$ cat src/rtl/counter_pkg.sv
// Shared constants and step arithmetic for param_updown_counter.
package counter_pkg;

    localparam logic DIR_UP = 1'b1;
    localparam logic DIR_DN = 1'b0;

    // Internal arithmetic width; wide enough for WIDTH+1 bits at any legal WIDTH.
    localparam int unsigned CNT_W = 32;

    typedef logic [CNT_W-1:0] cnt_t;

    typedef struct packed {
        logic wrap;
        cnt_t value;
    } step_t;

    function automatic cnt_t clamp_load(cnt_t val, cnt_t modulus);
        cnt_t top;
        top = modulus - cnt_t'(1);
        return (val > top) ? top : val;
    endfunction

    // One modulo step in the requested direction; wrap flags the rollover.
    function automatic step_t next_count(cnt_t cnt, logic up, cnt_t modulus);
        step_t st;
        cnt_t  top;
        top      = modulus - cnt_t'(1);
        st.wrap  = 1'b0;
        st.value = cnt;
        if (up == DIR_UP) begin
            if (cnt == top) begin
                st.value = '0;
                st.wrap  = 1'b1;
            end else begin
                st.value = cnt + cnt_t'(1);
            end
        end else begin
            if (cnt == '0) begin
                st.value = top;
                st.wrap  = 1'b1;
            end else begin
                st.value = cnt - cnt_t'(1);
            end
        end
        return st;
    endfunction

endpackage

$ cat src/rtl/counter_next_logic.sv
// Combinational next-count, wrap and terminal-count logic; priority clear > load > en.
// With COUNTER_SATURATE_EN the count holds at the terminal value and wrap_d_c flags the saturation.
module counter_next_logic
    import counter_pkg::*;
#(
    parameter int unsigned WIDTH   = 4,
    parameter int unsigned MODULUS = 16
) (
    input  logic [WIDTH-1:0] counter,
    input  logic             up_dn,
    input  logic             en,
    input  logic             clear,
    input  logic             load,
    input  logic [WIDTH-1:0] load_val,
    output logic [WIDTH-1:0] count_next_c,
    output logic             wrap_d_c,
    output logic             tc_c
);

    localparam cnt_t MOD = cnt_t'(MODULUS);
    localparam cnt_t TOP = MOD - cnt_t'(1);

    logic                   step_wrap;
    logic [CNT_W-WIDTH-1:0] step_hi_unused;
    logic [WIDTH-1:0]       step_val;
    logic [WIDTH-1:0]       load_clamped;

    // Step value always fits in WIDTH bits; the upper bits are zero by construction.
    assign {step_wrap, step_hi_unused, step_val} = next_count(cnt_t'(counter), up_dn, MOD);
    assign load_clamped = WIDTH'(clamp_load(cnt_t'(load_val), MOD));

    assign tc_c = ((up_dn == DIR_UP) && (cnt_t'(counter) == TOP)) ||
                  ((up_dn == DIR_DN) && (counter == '0));

    always_comb begin
        count_next_c = counter;
        wrap_d_c     = 1'b0;
        if (clear) begin
            count_next_c = '0;
        end else if (load) begin
            count_next_c = load_clamped;
        end else if (en) begin
`ifdef COUNTER_SATURATE_EN
            count_next_c = step_wrap ? counter : step_val;
`else
            count_next_c = step_val;
`endif
            wrap_d_c = step_wrap;
        end
    end

endmodule

$ cat src/rtl/param_updown_counter.sv
// Parametrised up/down modulo counter with clear, load, terminal count and wrap pulse.
// Define COUNTER_SATURATE_EN to saturate at the terminal value; wrap then carries the sat pulse.
module param_updown_counter
    import counter_pkg::*;
#(
    parameter int unsigned WIDTH   = 4,
    parameter int unsigned MODULUS = 16
) (
    input  logic             clk,
    input  logic             reset,
    input  logic             en,
    input  logic             up_dn,
    input  logic             clear,
    input  logic             load,
    input  logic [WIDTH-1:0] load_val,
    output logic [WIDTH-1:0] counter,
    output logic             tc,
    output logic             wrap
);

    localparam longint unsigned MOD_LIMIT = 64'(1) << WIDTH;

    if (WIDTH == 0 || WIDTH >= CNT_W) begin : g_bad_width
        $error("param_updown_counter: WIDTH must be in 1..%0d", CNT_W - 1);
    end
    if (MODULUS < 2 || 64'(MODULUS) > MOD_LIMIT) begin : g_bad_modulus
        $error("param_updown_counter: MODULUS must be in 2..2**WIDTH");
    end

    logic [WIDTH-1:0] count_next_c;
    logic             wrap_d_c;

    counter_next_logic #(
        .WIDTH   (WIDTH),
        .MODULUS (MODULUS)
    ) u_next (
        .counter      (counter),
        .up_dn        (up_dn),
        .en           (en),
        .clear        (clear),
        .load         (load),
        .load_val     (load_val),
        .count_next_c (count_next_c),
        .wrap_d_c     (wrap_d_c),
        .tc_c         (tc)
    );

    always_ff @(posedge clk or negedge reset) begin
        if (!reset) begin
            counter <= '0;
            wrap    <= 1'b0;
        end else begin
            counter <= count_next_c;
            wrap    <= wrap_d_c;
        end
    end

endmodule
$ cat config.mk
export PLATFORM = sky130hd
export DESIGN_NAME = param_updown_counter
export DESIGN_NICKNAME = d
export VERILOG_FILES = /design/src/rtl/counter_pkg.sv /design/src/rtl/counter_next_logic.sv /design/src/rtl/param_updown_counter.sv
export SDC_FILE = /design/constraint.sdc
export NUM_CORES = 1
export LEC_CHECK = 0
export ABC_AREA = 1
export CELL_PAD_IN_SITES_DETAIL_PLACEMENT = 1
export CELL_PAD_IN_SITES_GLOBAL_PLACEMENT = 2
export CORE_UTILIZATION = 23
export DETAILED_ROUTE_END_ITERATION = 8
export PLACE_DENSITY_LB_ADDON = 0.1
export REMOVE_ABC_BUFFERS = 1
export SYNTH_ARGS = -nofsm -noshare
export SYNTH_HDL_FRONTEND = slang
export SYNTH_SLANG_ARGS = --single-unit
$ cat constraint.sdc
create_clock -name clk -period 3.7 [get_ports clk]
set_input_delay 0.555 -clock clk [delete_from_list [all_inputs] [get_ports clk]]
set_output_delay 0.555 -clock clk [all_outputs]
set_load 0.03 [all_outputs]
==> metrics list <==
* Status: finished, final reports clean
- In this run the static leakage power is 0.000280 µW.
- Summed over all nets, the switching power comes to 71.3 µW.
- # H-tree levels: 1
* Hold Fails Final Rpt: 0
- Post-CTS repair changed the size of 0 cells.
* Fraction of layout cells with a size suffix above 1: 13.9%
- Number of setup buffers added after CTS: 0
- After detailed routing, the average wire length per cell comes to 10.0 µm.
* Fraction of synthesis flops using an asynchronous set or reset pin: 100%
- Portion of the post-synthesis area used by sequential elements: 28.7%
- The setup check on the worst reg-to-reg path leaves a slack of 2290 ps.
- Floorplan die area: 2070 µm²
* Clock-pin slew reported for the worst setup and hold paths after clock tree synthesis: 40 ps
- The tree is rooted in a sky130_fd_sc_hd__clkbuf_4.
* Average cell area after synthesis: 7.02 µm²
- The initial utilization of the core area, before any placement, comes to 24.9%.
- The detail route stage leaves a number of antenna-violating nets equal to 0.
- Counting instances in the post-synthesis netlist gives the leading cell types as sky130_fd_sc_hd__nand2_1 (16), sky130_fd_sc_hd__inv_1 (8), sky130_fd_sc_hd__nand3_1 (8).
- Synth area leader: sky130_fd_sc_hd__dfrtp_1
* RSZ-0062 raised after global routing: no
- Count of input and output buffers: 15
* Std cell rows: 15
* Highest achievable clock rate: 0.369 GHz
* Final nets: 92
* Number of sinks on the clock net: 5
- Number of antenna violations at the first check in global routing: 0
- Antenna cells: 0
- The critical path is of the in -> out type.
- Internal power consumption: 134 µW
- Counting every instance in the synthesized netlist gives 62.
- STA classifies the critical path endpoint as an output port.
* Insertion delay of the later-clocked pin in the worst-skew pair: 240 ps
- Cells taking the most area after synthesis: sky130_fd_sc_hd__dfrtp_1 (29%), sky130_fd_sc_hd__nand2_1 (14%), sky130_fd_sc_hd__nand3_1 (9.2%), sky130_fd_sc_hd__inv_1 (6.9%), sky130_fd_sc_hd__ha_1 (5.7%)
- All-layer global routing usage: 13.7%
- Largest fanout on the critical path: 9
- In this design, the stage delay of the slowest critical-path cell is 670 ps.
- DRC violation count after routing: 0
- The synthesized netlist contains 20 unique library cells.
- Top-area cell type share of the netlist area: 28.7%
- DRC violation total after the first TritonRoute iteration: 2
- The via count of the first global-routing pass is 478.
* Largest buffer count on any clock path: 2
- In this run the horizontal extent of the chip is 45.5 µm.
- The largest individual stage delay along the critical path comes from the cell sky130_fd_sc_hd__clkdlybuf4s50_1.
* Final min period: 2710 ps
- TritonCTS built the clock tree.
- Sequential cells burn 33.8% of the power.
- HPWL after detailed placement: 893 µm
* Count of pins over their slew limit: 0
* Post-synthesis to final-layout area growth: 44.0%
* Endpoint of the lowest-slack register-to-register path: counter[1]
- Fill cells in the final layout number 232.
- Dominant register cell in the synthesized netlist: sky130_fd_sc_hd__dfrtp_1
* Remaining global-route overflow: 0
* Minimum hold slack: 538 ps
- Measured against its own limit, the worst slew margin works out to 76.9%.
- The number of hold buffers added after CTS was 0.
- Cell with the most instances on the worst path: sky130_fd_sc_hd__clkdlybuf4s50_1
* Reg-to-Reg Start: counter[1]
- Standard cell core area: 1750 µm²
- Die height: 45.5 µm
- At the pin with the least slew margin, the transition time is 346 ps.
- The tool flagged a number of max-cap violations equal to 0.
- Entering global routing, the biggest net connects 10 pins.
* EDFF count, synth: 0
- The clock network burns 30.1% of the power.
* Fraction of power spent switching nets: 34.7%
* Power per cell area: 328 nW/µm²
- STA puts the critical path data required time at 3140 ps.
* Cell area after technology mapping: 435 µm²
* Final Setup Violations: 0
- TritonCTS created 3 clock buffers.
- The first detailed-routing pass took 2 iterations.
- Most common cell in the netlist: sky130_fd_sc_hd__nand2_1
- Sum of routed wire length over all layers: 1040 µm
- Traced cell by cell, the critical path runs through clkdlybuf4s50_1 -> nand4_1 -> nand2_2 -> clkdlybuf4s50_1.
* Crit. Startpoint: up_dn
- Period utilisation layout: 73.2%
- At the worst endpoint, the arrival time is 2150 ps.
- I/O pin count: 16
* Yosys warnings: 0
- The first global-routing pass estimated 1970 µm of wire.
- Peak VDD IR: 0.231 mV
- Between clock sinks in the finished design, the worst skew comes to 4.86 ps.
- Via count normalized by instance count: 4.25
- Number of vias after detailed routing: 442
- Global placement routability congestion: 0.689
* Register bit total from synthesis: 5
- Total Neg Setup Slack: 0 ps
- Type of element launching the critical path: primary input
* Total design power: 206 µW
- In this run, the combinational gates consume 36.1% of the power.
* R2r worst-path depth: 6
- Class of the most critical hold timing path: in -> async
-- layout make-up --
type                    count  area (µm²)  area share [%]
well taps                  25        31.3            4.99
inverters                   8        30.0            4.79
flip-flops and latches      5         125            20.0
repair buffers             15         150            24.0
clock buffers               4        26.3            4.19
multi-input cells          47         264            42.1
-- critical path, delay by kind of cell --
kind	cells	cell delay, ps
buffers and inverters	2	1300
AND/OR/NAND/NOR	2	300
-- placed cells by master (no fill, tap or decap) --
master,n
sky130_fd_sc_hd__a21oi_1,1
sky130_fd_sc_hd__clkbuf_1,1
sky130_fd_sc_hd__clkbuf_4,3
sky130_fd_sc_hd__clkdlybuf4s50_1,15
sky130_fd_sc_hd__dfrtp_1,5
sky130_fd_sc_hd__ha_1,2
sky130_fd_sc_hd__inv_1,8
sky130_fd_sc_hd__nand2_1,16
sky130_fd_sc_hd__nand2_2,1
sky130_fd_sc_hd__nand3_1,8
sky130_fd_sc_hd__nand4_1,2
sky130_fd_sc_hd__nor2_1,2
sky130_fd_sc_hd__nor2_2,1
sky130_fd_sc_hd__nor2_4,2
sky130_fd_sc_hd__nor3_2,1
sky130_fd_sc_hd__o211ai_1,2
sky130_fd_sc_hd__o21a_1,1
sky130_fd_sc_hd__o21ai_0,4
sky130_fd_sc_hd__o21ai_1,1
sky130_fd_sc_hd__or2_2,2
sky130_fd_sc_hd__or2_4,1
-- how the worst max path moves through the flow --
stage / to / slack, ps / cells after the start
after floorplan: tc / 1900 / 6
after global placement: tc / 1000 / 4
after detailed placement: tc / 980 / 4
after CTS: tc / 980 / 4
after global routing: tc / 900 / 4
final: tc / 990 / 4
-- registers in the layout, summed over array words and instances (netlist names) --
signal   cells
counter      4
wrap         1
-- kinds of logic (layout without fill, tap and decap cells) --
kind of cell    after synthesis  count (layout)  synth area share, %
simple gates                 36              36                 42.8
buf+inv                      10              27                 10.6
compound gates                9               9                 12.1
flops                         5               5                 28.7
fa+ha+maj                     2               2                 5.75
-- layer usage --
| metal | GRT usage [%] | vias up | wire length (µm) | share of wire [%] |
|---|---|---|---|---|
| li1 | - | 238 | - | - |
| met1 | 17.4 | 195 | 491 | 47 |
| met2 | 22.0 | 9 | 521 | 50 |
| met3 | 4.76 | 0 | 30 | 2.9 |
| met4 | 3.64 | 0 | 0 | 0 |
| met5 | 0 | - | 0 | 0 |
-- power by group through the flow --
| stage | registers [µW] | clock network (µW) | logic, µW |
|---|---|---|---|
| 2_1_floorplan | 77.9 | 0 | 34.6 |
| 3_3_place_gp | 70.5 | 0 | 76.0 |
| 3_5_place_dp | 70.6 | 0 | 76.0 |
| 4_1_cts | 69.7 | 64.4 | 76.3 |
| 5_1_grt | 71.1 | 69.6 | 84.7 |
| 6_report | 69.5 | 61.8 | 74.2 |
-- metrics by stage --
| step | util, % | std cells | setup WS (ps) | instance area [µm²] |
|---|---|---|---|---|
| after global placement | 34.4 | 100 | 1000 | 601 |
| after detailed placement | 34.4 | 100 | 984 | 601 |
| after global routing | 35.9 | 104 | 897 | 627 |
| after CTS | 35.9 | 104 | 977 | 627 |
| after floorplan | - | 60 | 1900 | 419 |
| final | 35.9 | 104 | 992 | 627 |
Power figures use the tool's default switching activity.
